### config.mk
export PLATFORM = sky130hd
export DESIGN_NAME = decoupled_rr_arbiter_flat
export DESIGN_NICKNAME = d
export VERILOG_FILES = /design/src/rtl/decoupled_rr_arbiter_if.sv /design/src/rtl/decoupled_rr_arbiter.sv /design/src/flat_wrapper.sv
export SDC_FILE = /design/constraint.sdc
export NUM_CORES = 1
export LEC_CHECK = 0
export CORE_AREA = 2 2 132 134
export DETAILED_ROUTE_END_ITERATION = 6
export DIE_AREA = 0 0 134 136
export PLACE_DENSITY = 0.53
export RECOVER_POWER = 100
export SYNTH_ARGS = -nofsm -noshare
export SYNTH_HDL_FRONTEND = slang
export SYNTH_SLANG_ARGS = --single-unit
### constraint.sdc
create_clock -name clk -period 2.55 [get_ports clk]
set_clock_uncertainty 0.05 [all_clocks]
set_input_delay 0.255 -clock clk [delete_from_list [all_inputs] [get_ports clk]]
set_output_delay 0.255 -clock clk [all_outputs]
set_load 0.005 [all_outputs]
### src/rtl/decoupled_rr_arbiter_if.sv
// Upstream requester channels plus the shared downstream decoupled channel.
// master = side driving requests and out_ready; slave = the arbiter.
interface decoupled_rr_arbiter_if #(
    parameter int N_REQ  = 4,
    parameter int DATA_W = 64
);
    localparam int IDX_W = $clog2(N_REQ);

    logic [N_REQ-1:0]        in_valid;
    logic [N_REQ-1:0]        in_ready;
    logic [N_REQ*DATA_W-1:0] in_data;
    logic [N_REQ-1:0]        in_last;
    logic                    out_valid;
    logic                    out_ready;
    logic [DATA_W-1:0]       out_data;
    logic                    out_last;
    logic [IDX_W-1:0]        out_sel;

    modport master (
        output in_valid, in_data, in_last, out_ready,
        input  in_ready, out_valid, out_data, out_last, out_sel
    );

    modport slave (
        input  in_valid, in_data, in_last, out_ready,
        output in_ready, out_valid, out_data, out_last, out_sel
    );
endinterface

### src/rtl/decoupled_rr_arbiter.sv
// Round-robin arbiter sharing one decoupled channel; grant locks until the last beat.
// Optional DECOUPLED_ARB_SLICE_EN inserts a 2-entry skid slice on the output path.
module decoupled_rr_arbiter #(
    parameter int N_REQ  = 4,
    parameter int DATA_W = 64,
    parameter int IDX_W  = $clog2(N_REQ)
) (
    input  logic                  clk,
    input  logic                  rst,
    decoupled_rr_arbiter_if.slave bus
);
    localparam int SUM_W = IDX_W + 1;

    typedef enum logic [0:0] {IDLE, LOCKED} state_t;

    state_t           state_reg, state_next;
    logic [IDX_W-1:0] rr_ptr_reg, rr_ptr_next;
    logic [IDX_W-1:0] grant_reg, grant_next;

    logic [IDX_W-1:0] cand_idx [N_REQ];
    logic [N_REQ-1:0] cand_valid;
    logic [IDX_W-1:0] winner;
    logic [IDX_W-1:0] sel;
    logic             arb_valid;
    logic [DATA_W-1:0] arb_data;
    logic             arb_last;
    logic             down_ready;
    logic             arb_hs;
    logic [N_REQ-1:0] in_ready_vec;

    function automatic logic [IDX_W-1:0] next_idx(input logic [IDX_W-1:0] idx);
        if (idx == IDX_W'(N_REQ - 1))
            return '0;
        else
            return idx + IDX_W'(1);
    endfunction

    // Candidate k is requester (rr_ptr + k) mod N_REQ; explicit wrap for non-power-of-two N_REQ.
    generate
        for (genvar gi = 0; gi < N_REQ; gi++) begin : g_cand
            logic [SUM_W-1:0] sum;
            assign sum = {1'b0, rr_ptr_reg} + SUM_W'(gi);
            assign cand_idx[gi] = (sum >= SUM_W'(N_REQ)) ? IDX_W'(sum - SUM_W'(N_REQ))
                                                        : sum[IDX_W-1:0];
            assign cand_valid[gi] = bus.in_valid[cand_idx[gi]];
        end
    endgenerate

    always_comb begin
        winner = rr_ptr_reg;
        for (int k = N_REQ - 1; k >= 0; k--) begin
            if (cand_valid[k])
                winner = cand_idx[k];
        end
    end

    always_comb begin
        sel = winner;
        if (state_reg == LOCKED)
            sel = grant_reg;
    end

    assign arb_valid = bus.in_valid[sel];
    assign arb_data  = bus.in_data[sel*DATA_W +: DATA_W];
    assign arb_last  = bus.in_last[sel];
    assign arb_hs    = arb_valid & down_ready & ~rst;

    generate
        for (genvar gi = 0; gi < N_REQ; gi++) begin : g_ready
            assign in_ready_vec[gi] = ~rst & down_ready & (sel == IDX_W'(gi));
        end
    endgenerate
    assign bus.in_ready = in_ready_vec;

    always_comb begin
        state_next  = state_reg;
        rr_ptr_next = rr_ptr_reg;
        grant_next  = grant_reg;
        case (state_reg)
            IDLE: begin
                if (arb_hs && arb_last) begin
                    rr_ptr_next = next_idx(winner);
                end else if (arb_valid) begin
                    // Unaccepted beat or open burst: pin the grant so data stays stable.
                    state_next = LOCKED;
                    grant_next = winner;
                end
            end
            LOCKED: begin
                if (arb_hs && arb_last) begin
                    state_next  = IDLE;
                    rr_ptr_next = next_idx(grant_reg);
                end
            end
            default: state_next = IDLE;
        endcase
    end

    always_ff @(posedge clk) begin
        if (rst) begin
            state_reg  <= IDLE;
            rr_ptr_reg <= '0;
            grant_reg  <= '0;
        end else begin
            state_reg  <= state_next;
            rr_ptr_reg <= rr_ptr_next;
            grant_reg  <= grant_next;
        end
    end

`ifdef DECOUPLED_ARB_SLICE_EN
    logic [DATA_W-1:0] slice_data_reg [2];
    logic              slice_last_reg [2];
    logic [IDX_W-1:0]  slice_sel_reg  [2];
    logic              wr_ptr_reg;
    logic              rd_ptr_reg;
    logic [1:0]        count_reg;
    logic              slice_pop;

    // Ready depends only on occupancy, so the slice breaks the out_ready timing path.
    assign down_ready = (count_reg != 2'd2);
    assign slice_pop  = (count_reg != 2'd0) & bus.out_ready;

    always_ff @(posedge clk) begin
        if (rst) begin
            wr_ptr_reg       <= 1'b0;
            rd_ptr_reg       <= 1'b0;
            count_reg        <= 2'd0;
            slice_sel_reg[0] <= '0;
            slice_sel_reg[1] <= '0;
        end else begin
            if (arb_hs) begin
                slice_data_reg[wr_ptr_reg] <= arb_data;
                slice_last_reg[wr_ptr_reg] <= arb_last;
                slice_sel_reg[wr_ptr_reg]  <= sel;
                wr_ptr_reg                 <= ~wr_ptr_reg;
            end
            if (slice_pop)
                rd_ptr_reg <= ~rd_ptr_reg;
            count_reg <= count_reg + {1'b0, arb_hs} - {1'b0, slice_pop};
        end
    end

    assign bus.out_valid = (count_reg != 2'd0) & ~rst;
    assign bus.out_data  = slice_data_reg[rd_ptr_reg];
    assign bus.out_last  = slice_last_reg[rd_ptr_reg];
    assign bus.out_sel   = rst ? '0 : slice_sel_reg[rd_ptr_reg];
`else
    assign down_ready    = bus.out_ready;
    assign bus.out_valid = arb_valid & ~rst;
    assign bus.out_data  = arb_data;
    assign bus.out_last  = arb_last;
    assign bus.out_sel   = rst ? '0 : sel;
`endif

endmodule

### src/flat_wrapper.sv
// flat-port wrapper written by rule: the top's interface ports become plain ports
module decoupled_rr_arbiter_flat 
#(
    parameter int N_REQ  = 4,
    parameter int DATA_W = 64,
    parameter int IDX_W  = $clog2(N_REQ)
)
  (clk, rst, bus_in_valid, bus_in_data, bus_in_last, bus_out_ready, bus_in_ready, bus_out_valid, bus_out_data, bus_out_last, bus_out_sel);
  decoupled_rr_arbiter_if #(.N_REQ(N_REQ), .DATA_W(DATA_W)) bus_i ();
  input  logic clk;
  input  logic rst;
  input wire logic [$bits(bus_i.in_valid)-1:0] bus_in_valid;
  input wire logic [$bits(bus_i.in_data)-1:0] bus_in_data;
  input wire logic [$bits(bus_i.in_last)-1:0] bus_in_last;
  input wire logic [$bits(bus_i.out_ready)-1:0] bus_out_ready;
  output wire logic [$bits(bus_i.in_ready)-1:0] bus_in_ready;
  output wire logic [$bits(bus_i.out_valid)-1:0] bus_out_valid;
  output wire logic [$bits(bus_i.out_data)-1:0] bus_out_data;
  output wire logic [$bits(bus_i.out_last)-1:0] bus_out_last;
  output wire logic [$bits(bus_i.out_sel)-1:0] bus_out_sel;
  assign bus_i.in_valid = bus_in_valid;
  assign bus_i.in_data = bus_in_data;
  assign bus_i.in_last = bus_in_last;
  assign bus_i.out_ready = bus_out_ready;
  assign bus_in_ready = bus_i.in_ready;
  assign bus_out_valid = bus_i.out_valid;
  assign bus_out_data = bus_i.out_data;
  assign bus_out_last = bus_i.out_last;
  assign bus_out_sel = bus_i.out_sel;
  decoupled_rr_arbiter #(.N_REQ(N_REQ), .DATA_W(DATA_W), .IDX_W(IDX_W)) u_core (.clk(clk), .rst(rst), .bus(bus_i));
endmodule
==> results of run 1 <==
worst paths after layout:
| kind | start | endpoint | slack, ns | cells past startpoint |
|---|---|---|---|---|
| worst max-delay path | u_core.rr_ptr_reg[1] | bus_out_data[28] | -0.11 | 11 |
| worst min-delay path | u_core.rr_ptr_reg[0] | u_core.rr_ptr_reg[0] | 0.62 | 3 |
| worst max register to register | u_core.rr_ptr_reg[1] | u_core.rr_ptr_reg[0] | -0.01 | 10 |
| worst min register to register | u_core.rr_ptr_reg[0] | u_core.rr_ptr_reg[0] | 0.62 | 3 |
power groups by stage:
stage                     clock network, mW  logic [mW]  registers (mW)
after floorplan                           0       0.872          0.0995
after global placement                    0        2.37           0.102
after detailed placement                  0        2.36           0.102
after CTS                             0.261        2.95           0.100
after global routing                  0.269        3.56           0.103
final                                 0.260        3.36           0.102
worst max-delay path, stage by stage (launching register included):
cell       delay (ns)
dfxtp_4          0.35
buf_12           0.10
buf_8            0.09
a21boi_2         0.05
o21ba_4          0.19
or3_4            0.34
o21a_4           0.23
buf_12           0.15
clkbuf_16        0.16
and3_1           0.16
a31oi_1          0.13
buf_2            0.16
per-stage QoR:
| step | area, µm² | total power, mW | std cells |
|---|---|---|---|
| 2_1_floorplan | 2520 | 0.972 | 507 |
| 5_1_grt | 8480 | 3.93 | 1158 |
| 3_5_place_dp | 6580 | 2.46 | 1077 |
| 3_3_place_gp | 6580 | 2.48 | 1077 |
| 4_1_cts | 7820 | 3.31 | 1149 |
| 6_report | 8480 | 3.72 | 1158 |
cell families (layout without fill, tap and decap cells):
kind of cell	Yosys count	after routing
simple gates	354	354
compound gates	90	90
buf+inv	52	478
flops	5	5
mux	4	4
fa+ha+maj	1	1
xor+xnor	1	1
area by class of cell:
cell class                      count  area [µm²]  share of cell area (%)
Clock buffer                        4        78.8                   0.930
Timing Repair Buffer              467        4990                    58.8
Inverter                            7        26.3                   0.310
Sequential cell                     5         105                    1.24
Tap cell                          225         282                    3.32
Multi-Input combinational cell    450        3000                    35.4
per-layer routing:
layer,global-route usage [%],up-vias,share of wire [%]
met5,0,-,0
met4,3.07,0,1.7
met3,3.39,26,5.4
met2,39.1,197,51
met1,26.3,2457,42
li1,-,2600,-
cell usage in the layout, fill, tap and decap left out, types with 3 or more instances in the layout:
master,Yosys,layout
a21oi_1,4,3
a31oi_1,64,52
a31oi_4,0,11
and3_1,64,18
and3_4,0,46
buf_12,0,26
buf_16,0,22
buf_2,5,68
buf_4,0,46
buf_6,0,24
buf_8,0,4
clkbuf_16,0,8
clkbuf_2,0,3
clkdlybuf4s50_1,0,262
dfxtp_1,5,3
inv_1,7,7
nand2_1,262,195
nand2_2,0,57
nand2_4,0,10
nand2b_1,6,5
nor2_1,10,6
nor2_2,0,3
o21ai_2,0,3
timing repair:
item,CTS,global route
cloned,23,6
hold buffers,0,0
setup buffers,45,7
pin swaps,76,38
setup endpoints to repair,76,75
endpoints found under the hold margin,0,0
gates resized for setup,417,112
==> results.md, run 1 <==
- Post-synthesis mux area share: 2.14%
- # H-tree levels: 1
- Router iterations before antenna repair: 5
- All-Layer GR Usage: 21.2%
- Syn avg cell area: 4.97 µm²
- Synth Instances: 507
- Die H: 136 µm
- Seq/Total Area, Yosys: 3.97%
- Failing checks: negative setup slack
- Combinational cell fraction of total power: 90.3%
- Die Footprint: 18200 µm²
- DP Wirelength: 13700 µm
- Critical path capture point type: output pin
- Worst-Skew Late Latency: 0.23 ns
- Slew Limit Fails: 0
- Sw frac: 38.5%
- Antenna violations before repair: 0
- Status: finished with violations
- Mapped Nets: 775
- Synth area leader: nand2_1
- Endpoints failing hold: 0
- Synth Area in Compound Gates: 24.1%
- Largest net degree at the start of global routing: 29
- Final core occ: 50.2%
- Starting Density: 14.9%
- Combinational family with the most area after synthesis: simple AND/OR/NAND/NOR gates
- GPL Wtd Cong: 0.863
- WL final: 21200 µm
- Crit path time final: 2.66 ns
- Vias in the first global route: 5338
- Worst VDD drop: 0.000219 V
- GRT Residual Overflow: 0
- Area share of the largest cell type after synthesis: 39.0%
- Vias per cell: 4.56
- Residual DRC: 0
- Fill cell count: 1647
- Num CTS Buffers: 3
- LEAKAGE: 3.67 nW
- FMAX: 376 MHz
- First-pass GRT wire length: 30100 µm
- Die Wd: 134 µm
- N_diodes: 0
- Layout area overhead: 237%
- Post-synthesis adder-cell area fraction: 0.497%
- Final hold slack: 0.617 ns
- Initial detailed-routing violation count: 115
- Std-Cell Rows: 48
- Post-synthesis simple-gate area fraction: 61.0%
- CTS Sinks: 5
- Startpoint types: flip-flop
- Synth Flop Type: dfxtp_1
- Layout cells sized above 1: 38.2%
- Clk slew on worst S/H paths: 0.03 ns
- Final nets: 1202
- Final setup vio count: 65
- Sequential power share: 2.7%
- Max Buffers Root-to-Sink: 2
- Final worst-path setup slack: -0.111 ns
- P_sw: 1.43 mW
- Most common library cells after synthesis: nand2_1 (262), a31oi_1 (64), and3_1 (64)
- Synth Area in XOR/XNOR: 0.348%
- Hold Path Class: flip-flop to flip-flop
- Flops & latches, synth: 5
- EDFF count, synth: 0
- Ys Warns: 0
- MaxCap Viol Count: 0
- Worst EP required: 2.25 ns
- CP max FO: 8
- Kind of critical path: flip-flop to output pin
- Ys async rst share: 0%
- Mapped Area: 2520 µm²
- WL/cell: 18.3 µm
- Top-Level Pins: 339
- Slew HR: 71.1%
- Root Driver: clkbuf_16
- Setup tns final: -3.61 ns
- Port bufs: 338
- TritonCTS clock tree: done
- RSZ-0062 raised after global routing: yes
- Most common cell in the synthesized netlist: nand2_1
- Power per standard cell area: 438 nW/µm²
- Data arrival time of the critical path: 2.36 ns
- Tcrit/Tclk final: 104%
- Core Footprint: 16900 µm²
- Clock share of power: 7.0%
- Final ANT Viol Nets: 0
- Area contributors post-synth: nand2_1 (39%), a31oi_1 (16%), and3_1 (16%)
- Vias: 5280
- Place WS: -0.910 ns
- Distinct cells, synth: 36
- Internal power: 2.28 mW
- Worst-Margin Slew: 0.433 ns
(Power assumes the default switching activity.)
==> inputs of run 2 (changes only) <==
--- a/config.mk
+++ b/config.mk
@@ -8,6 +8,7 @@
 export CORE_AREA = 2 2 132 134
 export DETAILED_ROUTE_END_ITERATION = 6
 export DIE_AREA = 0 0 134 136
+export GPL_TIMING_DRIVEN = 0
 export PLACE_DENSITY = 0.53
 export RECOVER_POWER = 100
 export SYNTH_ARGS = -nofsm -noshare
==> results.md, run 2 (synthesis results as in run 1) <==
- Status: finished with violations
- Failing checks: negative setup slack
- Num CTS Buffers: 3 (unchanged)
- Crit path time final: 2.60 ns (-0.0654 ns)
- Met2 routed WL: 9850 µm (-9.2%)
- All-Layer GR Usage: 20.0% (-1.2 points)
- Fin area: 7300 µm² (-14%)
- Initial detailed-routing violation count: 228 (+98%)
- WL final: 19900 µm (-6.1%)
- P_sw: 1.25 mW (-13%)
- Layout cells sized above 1: 28.6% (-9.6 points)
- Met3 wire length: 1330 µm (+16%)
- DP Wirelength: 15400 µm (+12%)
- Startpoint types: flip-flop
- WL/cell: 17.9 µm (-2.3%)
- Internal power: 1.79 mW (-22%)
- Clk slew on worst S/H paths: 0.04 ns (about the same)
- First-pass GRT wire length: 28600 µm (-5.1%)
- GRT Residual Overflow: 0 (unchanged)
- Slew HR: 71.9% (+0.76 points)
- Final setup vio count: 41 (-37%)
- Vias in the first global route: 5027 (-5.8%)
- Final worst-path setup slack: -0.0452 ns (+0.0654 ns)
- TritonCTS clock tree: done
- Critical path capture point type: output pin
- FF-to-FF path depth: 10 (unchanged)
- GPL Wtd Cong: 0.864 (+0.15%)
- Slew Limit Fails: 0 (unchanged)
- Core Footprint: 16900 µm² (unchanged)
- Sw frac: 41.1% (+2.5 points)
- RSZ-0062 raised after global routing: yes
- Wl on met1: 8330 µm (-6.0%)
- Port bufs: 338 (unchanged)
- Hold depth: 2 (-1)
- Endpoints failing hold: 0 (unchanged)
- Max Buffers Root-to-Sink: 2 (unchanged)
- Vias: 4985 (-5.6%)
- Hold Path Origin: u_core.rr_ptr_reg[1]
- Std-Cell Rows: 48 (unchanged)
- Reg2reg end: u_core.rr_ptr_reg[1]
- Layout area overhead: 190%
- Dpl cell area: 6180 µm² (-6.0%)
- Residual DRC: 0 (unchanged)
- Data arrival time of the critical path: 2.29 ns (-0.07 ns)
- FMAX: 385 MHz (+2.5%)
- Top-Level Pins: 339 (unchanged)
- Sequential power share: 3.4% (+0.7 points)
- N_diodes: 0 (unchanged)
- CTS Sinks: 5 (unchanged)
- Power per standard cell area: 416 nW/µm² (-5.1%)
- CP max FO: 8 (unchanged)
- Kind of critical path: flip-flop to output pin
- # H-tree levels: 1 (unchanged)
- Root Driver: clkbuf_16
- Final nets: 1157 (-3.7%)
- Router iterations before antenna repair: 4 (-1)
- Commonest cells after routing, fill and taps aside: clkdlybuf4s50_1 (263), nand2_1 (232), buf_2 (63)
- Worst EP required: 2.25 ns (about the same)
- Clock share of power: 8.7% (+1.7 points)
- Worst VDD drop: 0.000229 V (+4.7%)
- R2r startpoint: u_core.rr_ptr_reg[1]
- R2r setup slk: 0.13 ns (+0.14 ns)
- Die H: 136 µm (unchanged)
- Hold EP: u_core.rr_ptr_reg[1]
- Hold Path Class: flip-flop to flip-flop
- MaxCap Viol Count: 0 (unchanged)
- Highest routed layer: met4
- Worst-Skew Late Latency: 0.23 ns (about the same)
- Tcrit/Tclk final: 102% (-2.6 points)
- Combinational cell fraction of total power: 87.9% (-2.4 points)
- Place WS: -1.90 ns (-0.990 ns)
- Antenna violations before repair: 1 (+1)
- Die Footprint: 18200 µm² (unchanged)
- Largest net degree at the start of global routing: 11 (-62%)
- LEAKAGE: 3.19 nW (-13%)
- Starting Density: 14.9% (unchanged)
- Vias per cell: 4.48 (-1.8%)
- Final ANT Viol Nets: 0 (unchanged)
- Commonest non-fill, non-tap cell in the layout: clkdlybuf4s50_1
- Die Wd: 134 µm (unchanged)
- Worst-Margin Slew: 0.418 ns (-0.0149 ns)
[run 2: cell types whose count changed in the layout (fill, tap and decap cells not counted), sizes merged]
cell,before,now
clkdlybuf4s50,262,263
dlygate4sd2,2,3
clkdlybuf4s15,2,6
dlygate4sd3,1,0
buf,190,114
bufbuf,1,0
clkbuf,13,40
[run 2: through the flow]
| step | total power, mW | TNS [ns] | hold WS (ns) | utilization [%] | instances |
|---|---|---|---|---|---|
| 6_report | 3.04 | -0.903 | 0.472 | 43.3 | 1113 |
| 4_1_cts | 2.84 | -7.52 | 0.472 | 41.1 | 1101 |
| 2_1_floorplan | 0.972 | 0 | 0.378 | - | 507 |
| 3_5_place_dp | 2.32 | -108.21 | 0.467 | 36.6 | 1070 |
| 5_1_grt | 3.26 | -5.68 | 0.495 | 43.3 | 1113 |
| 3_3_place_gp | 2.33 | -109.19 | 0.464 | 36.6 | 1070 |
[run 2: worst max path at each step]
stage,from,endpoint,cells past startpoint
3_5_place_dp,bus_in_valid[2],bus_out_data[39],12
2_1_floorplan,u_core.rr_ptr_reg[1],bus_out_data[10],10
6_report,u_core.rr_ptr_reg[0],bus_out_data[32],9
3_3_place_gp,bus_in_valid[2],bus_out_data[39],12
4_1_cts,u_core.rr_ptr_reg[1],bus_out_data[43],12
5_1_grt,u_core.rr_ptr_reg[1],bus_out_data[44],12
[run 2: critical path: stages (launching register included)]
cell       delay, ns
dfxtp_2         0.34
nor2b_2         0.05
o21a_2          0.23
or3_4           0.40
o21a_4          0.25
clkbuf_16       0.18
buf_8           0.13
and3_4          0.17
a31oi_1         0.14
buf_2           0.16
[run 2: power by group through the flow]
stage,registers [mW],logic (mW),clock network (mW)
finish,0.105,2.67,0.263
global route,0.106,2.88,0.273
CTS,0.104,2.47,0.266
detailed placement,0.104,2.22,0
global placement,0.104,2.22,0
floorplan,0.0995,0.872,0
[run 2: area by class of cell]
type                            count  area [µm²]
Sequential cell                     5         105
Inverter                            7        26.3
Tap cell                          225         282
Timing Repair Buffer              383        3560
Clock buffer                        4        78.8
Multi-Input combinational cell    450        2800
Fill cell                        1793        9580
Buffer                             39         449
[run 2: timing repair]
| action | CTS | global route |
|---|---|---|
| setup endpoints to repair | 76 | 73 |
| setup buffers | 24 | 13 |
| resized for setup | 420 | 126 |
| hold buffers | 0 | 0 |
| pin swaps | 61 | 33 |
| gates cloned | 4 | 7 |
[run 2: routing by layer]
layer  GRT usage (%)  up-vias
met2            36.0      181
met3            5.03       28
li1                -     2494
met1            24.2     2282
met5               0        -
met4            3.66        0
==> inputs of run 3 (changes only) <==
--- a/config.mk
+++ b/config.mk
@@ -5,11 +5,11 @@
 export SDC_FILE = /design/constraint.sdc
 export NUM_CORES = 1
 export LEC_CHECK = 0
-export CORE_AREA = 2 2 132 134
+export CORE_AREA = 3 3 129 131
 export DETAILED_ROUTE_END_ITERATION = 6
-export DIE_AREA = 0 0 134 136
+export DIE_AREA = 0 0 132 134
 export GPL_TIMING_DRIVEN = 0
-export PLACE_DENSITY = 0.53
+export PLACE_DENSITY = 0.55
 export RECOVER_POWER = 100
 export SYNTH_ARGS = -nofsm -noshare
 export SYNTH_HDL_FRONTEND = slang
==> results.md, run 3 (synthesis results as in run 1) <==
- Worst-Margin Slew: 0.420 ns (+0.00195 ns)
- Layout cells sized above 1: 32.6% (+4.0 points)
- Fill cell count: 1613 (-10%)
- Final core occ: 48.4% (+5.1 points)
- LEAKAGE: 3.29 nW (+3.3%)
- Slew HR: 71.8% (-0.13 points)
- Router iterations before antenna repair: 4 (unchanged)
- Port bufs: 338 (unchanged)
- Num CTS Buffers: 3 (unchanged)
- Commonest non-fill, non-tap cell in the layout: clkdlybuf4s50_1
- GRT Residual Overflow: 0 (unchanged)
- Sequential cell area: 108 µm² (+2.4%)
- MaxCap Viol Count: 0 (unchanged)
- Largest net degree at the start of global routing: 11 (unchanged)
- Max Buffers Root-to-Sink: 2 (unchanged)
- Crit path time final: 2.68 ns (+0.0870 ns)
- Die Wd: 132 µm (-1.5%)
- Critical path capture point type: output pin
- GPL Wtd Cong: 0.847 (-2.0%)
- CTS Sinks: 5 (unchanged)
- WL/cell: 18.3 µm (+2.0%)
- Multi-input gate area: 2930 µm² (+4.9%)
- Worst VDD drop: 0.000174 V (-24%)
- Die H: 134 µm (-1.5%)
- Residual DRC: 0 (unchanged)
- Wl on met1: 8270 µm (-0.72%)
- Startpoint types: flip-flop
- Initial detailed-routing violation count: 219 (-3.9%)
- Final worst-path setup slack: -0.132 ns (-0.0870 ns)
- Setup tns final: -3.16 ns (-2.25 ns)
- Worst EP required: 2.25 ns (about the same)
- Worst-Skew Late Latency: 0.23 ns (about the same)
- Hold buffer count at CTS: 0 (unchanged)
- Vias: 5127 (+2.8%)
- CP max FO: 7 (-1)
- Core Footprint: 15700 µm² (-6.9%)
- RSZ-0062 raised after global routing: yes
- Final ANT Viol Nets: 0 (unchanged)
- First-pass GRT wire length: 28900 µm (+1.2%)
- Met2 routed WL: 10400 µm (+5.3%)
- Total Power: 3.23 mW (+6.4%)
- Hold Path Class: flip-flop to flip-flop
- Final nets: 1170 (+1.1%)
- Starting Density: 16.0% (+1.1 points)
- Slew Limit Fails: 0 (unchanged)
- Clk slew on worst S/H paths: 0.03 ns (about the same)
- Antenna violations before repair: 0 (-1)
- Highest routed layer: met4
- WL final: 20400 µm (+2.5%)
- Power per standard cell area: 425 nW/µm² (+2.1%)
- DP Wirelength: 15100 µm (-1.6%)
- Commonest cells after routing, fill and taps aside: clkdlybuf4s50_1 (265), nand2_1 (223), buf_2 (68)
- # H-tree levels: 1 (unchanged)
- Met3 wire length: 1280 µm (-3.7%)
- Final setup vio count: 60 (+46%)
- Root Driver: clkbuf_16
- FMAX: 373 MHz (-3.2%)
- Std-Cell Rows: 46 (-4.2%)
- Status: finished with violations
- Data arrival time of the critical path: 2.38 ns (+0.09 ns)
- Endpoints failing hold: 0 (unchanged)
- Tcrit/Tclk final: 105% (+3.4 points)
- Vias in the first global route: 5037 (+0.20%)
- Layout area overhead: 202%
- Kind of critical path: flip-flop to output pin
- TritonCTS clock tree: done
- All-Layer GR Usage: 20.5% (+0.57 points)
- Failing checks: negative setup slack
- Die Footprint: 17700 µm² (-2.9%)
- Top-Level Pins: 339 (unchanged)
- Vias per cell: 4.59 (+2.4%)
[run 3: cell count changes in the layout (fill, tap and decap cells not counted), sizes merged]
| cell | delta |
|---|---|
| diode | +1 |
| clkdlybuf4s50 | +2 |
| buf | +20 |
| clkdlybuf4s15 | -4 |
| clkbuf | -5 |
[run 3: critical path, stage by stage (launching register included)]
cell and delay [ns]:
dfxtp_4 0.36, and3b_2 0.21, a2111oi_4 0.28, nor2b_4 0.10, o21ai_4 0.18, buf_8 0.15, buf_12 0.11, buf_6 0.10
buf_6 0.11, nand2_1 0.07, and3_1 0.14, a31oi_1 0.18, buf_2 0.16
[run 3: report_power, final]
group	leakage, nW	internal, mW	switching [mW]
sequential	0.0425	0.0897	0.0177
combinational	3.21	1.63	1.23
clock	0.0382	0.207	0.0516
total	3.29	1.93	1.30
[run 3: layout make-up]
type,instances,share of cell area [%]
Tap cell,216,3.55
Sequential cell,5,1.42
Inverter,7,0.346
Clock buffer,4,1.04
Timing Repair Buffer,393,48.5
Buffer,42,6.58
Multi-Input combinational cell,450,38.6
Antenna cell,1,0.0329
[run 3: worst paths after layout]
| check | start | end | slack [ns] | depth (start not counted) |
|---|---|---|---|---|
| worst max register to register | u_core.rr_ptr_reg[0] | u_core.rr_ptr_reg[0] | 0.03 | 10 |
| worst min-delay path | u_core.rr_ptr_reg[1] | u_core.rr_ptr_reg[1] | 0.47 | 2 |
| worst min register to register | u_core.rr_ptr_reg[1] | u_core.rr_ptr_reg[1] | 0.47 | 2 |
| worst max-delay path | u_core.rr_ptr_reg[1] | bus_out_data[44] | -0.13 | 12 |
[run 3: repair_timing]
item                                   CTS  global route
cloned                                  10             1
endpoints found under the hold margin    0             0
setup endpoints to repair               76            71
resized for setup                      466           124
setup buffers                           32            14
pin swaps                               25            70
[run 3: metrics by stage]
| step | cells | worst slack (ns) | hold WS (ns) | cell area [µm²] |
|---|---|---|---|---|
| floorplan | 507 | 0.229 | 0.378 | 2520 |
| global placement | 1061 | -1.79 | 0.455 | 6170 |
| detailed placement | 1061 | -1.88 | 0.473 | 6170 |
| CTS | 1106 | -0.185 | 0.476 | 7140 |
| global route | 1117 | -0.215 | 0.504 | 7600 |
| finish | 1118 | -0.132 | 0.473 | 7600 |
[run 3: layer usage]
metal | GRT usage (%) | up-vias
li1 | - | 2529
met5 | 0 | -
met2 | 37.6 | 222
met3 | 4.20 | 28
met4 | 4.38 | 0
met1 | 24.8 | 2348
==> RTL edit (flow settings as in run 3) <==
`N_REQ` is set to 4 in 3 places; all go to 2.
--- a/src/rtl/decoupled_rr_arbiter_if.sv
+++ b/src/rtl/decoupled_rr_arbiter_if.sv
@@ -1,7 +1,7 @@
 // Upstream requester channels plus the shared downstream decoupled channel.
 // master = side driving requests and out_ready; slave = the arbiter.
 interface decoupled_rr_arbiter_if #(
-    parameter int N_REQ  = 4,
+    parameter int N_REQ  = 2,
     parameter int DATA_W = 64
 );
     localparam int IDX_W = $clog2(N_REQ);
--- a/src/rtl/decoupled_rr_arbiter.sv
+++ b/src/rtl/decoupled_rr_arbiter.sv
@@ -1,7 +1,7 @@
 // Round-robin arbiter sharing one decoupled channel; grant locks until the last beat.
 // Optional DECOUPLED_ARB_SLICE_EN inserts a 2-entry skid slice on the output path.
 module decoupled_rr_arbiter #(
-    parameter int N_REQ  = 4,
+    parameter int N_REQ  = 2,
     parameter int DATA_W = 64,
     parameter int IDX_W  = $clog2(N_REQ)
 ) (
--- a/src/flat_wrapper.sv
+++ b/src/flat_wrapper.sv
@@ -1,7 +1,7 @@
 // flat-port wrapper written by rule: the top's interface ports become plain ports
 module decoupled_rr_arbiter_flat 
 #(
-    parameter int N_REQ  = 4,
+    parameter int N_REQ  = 2,
     parameter int DATA_W = 64,
     parameter int IDX_W  = $clog2(N_REQ)
 )
Interface: changed (5 resized); port bits go from 339 to 204. No check against the original RTL was run, so the function may have changed too.
==> RTL edit against run 3 <==
Sequential cell count shrank 2; wire length shrank 66%; power shrank 68%; synthesized cell count shrank 79%; register-to-register slack gained 880 ps; design area shrank 54%; global-route usage shrank 13 points; sequential power shrank 48%; combinational power shrank 75%; critical endpoint is now bus_out_data[15]; worst setup slack gained 250 ps; count of clock-buffer cells in the layout is the same; area after synthesis shrank 50%; clock power shrank 5%; largest cell class unchanged; critical path type unchanged.
==> RTL edit: results (changes against run 3) <==
[critical_path]
critPathMaxFanout = 10  ; +3

[place]
portBuffers = 202  ; -40%
pre_cts_slack_ps = -187  ; +1700 ps
gp_congestion = 0.795  ; -6.1%
dpl.hpwl_um = 6130  ; -59%

[clocking]
htreeDepth = 1  ; unchanged
cts_buffers = 3  ; unchanged
cts_resized = 9  ; -98%
post-cts-setup-buffers = 2  ; -94%

[final_layout]
layout-drive-gt1-share_pct = 14.0  ; -19 points
final_nets = 451  ; -61%
n_antenna_cell = 0  ; -1

[detailed_routing]
wl_met3_um = 536  ; -58%
wl_met2_um = 3980  ; -62%
routed_wl_um = 6990  ; -66%
first_iter_violations = 8  ; -96%
via_per_inst = 3.15  ; -31%
wl_met1_um = 2470  ; -70%

[logic_synthesis]
ys_seq_area_share_pct = 4.80  ; +0.82 points
synth_cell_types = 25  ; -31%
synth_common_cells = 49 x mux2_4, 15 x mux2_2, 6 x buf_6
synthTopCellsByArea = mux2_4 59%, mux2_2 13%, buf_6 5.4%
synth_fp_nets = 242  ; -69%

[sta]
slew_headroom_pct = 76.3  ; +4.5 points

[worst_hold_path]
hp-class = primary input to register

[pwr]
max-vdd-ir-drop_uv = 466  ; +170%
leakage_nw = 1.29  ; -61%

[global_route]
grt_pass1_vias = 1946  ; -61%
gr-usage-all-layers_pct = 7.24  ; -13 points
grt_pass1_wl_um = 10400  ; -64%

[outcome]
status = finished clean

-- RTL edit: critical path, cell delays in order (launching register included) --
cell	delay, ps
dfxtp_1	300
nor2b_2	170
o211ai_4	210
nand2_2	110
buf_12	160
buf_6	150
mux2_1	340
clkdlybuf4s50_1	460
-- RTL edit: cell type report --
| type | instances | area, µm² |
|---|---|---|
| fill | 1727 | 12200 |
| inverter | 1 | 3.75 |
| sequential | 3 | 60.1 |
| multi-input combinational | 95 | 987 |
| tap | 216 | 270 |
| clock buffer | 4 | 78.8 |
| timing repair buffer | 204 | 2030 |
| buffer | 8 | 85.1 |
-- RTL edit: cell families after synthesis --
| family | share of synthesized area [%] |
|---|---|
| AO/OA/AOI/OAI | 7.69 |
| flip-flops | 4.80 |
| buffers and inverters | 6.39 |
| multiplexers | 72.2 |
| AND/OR/NAND/NOR | 8.89 |
-- RTL edit: path summary, 6_finish.rpt --
path,startpoint,endpoint,slack (ps),cells after the start
worst max register to register,u_core.rr_ptr_reg,u_core.grant_reg,910,5
worst min-delay path,rst,u_core.state_reg,430,2
worst min register to register,u_core.rr_ptr_reg,u_core.rr_ptr_reg,540,3
worst max-delay path,u_core.rr_ptr_reg,bus_out_data[15],120,7
-- RTL edit: through the flow --
step | cells | setup TNS [ps]
global route | 531 | 0
global placement | 525 | -5310
CTS | 531 | 0
floorplan | 107 | 0
detailed placement | 525 | -7250
finish | 531 | 0
-- RTL edit: metal layers --
metal	up-vias	global-route usage (%)
met2	97	15.2
met4	0	0.700
met5	-	0
met3	0	1.65
li1	821	-
met1	756	7.40
-- RTL edit: report_power, final --
part	leakage, nW	total (mW)	switching [mW]	internal (mW)
logic	1.23	0.717	0.210	0.507
registers	0.0248	0.0561	0.00447	0.0516
clock network	0.0382	0.246	0.0402	0.206
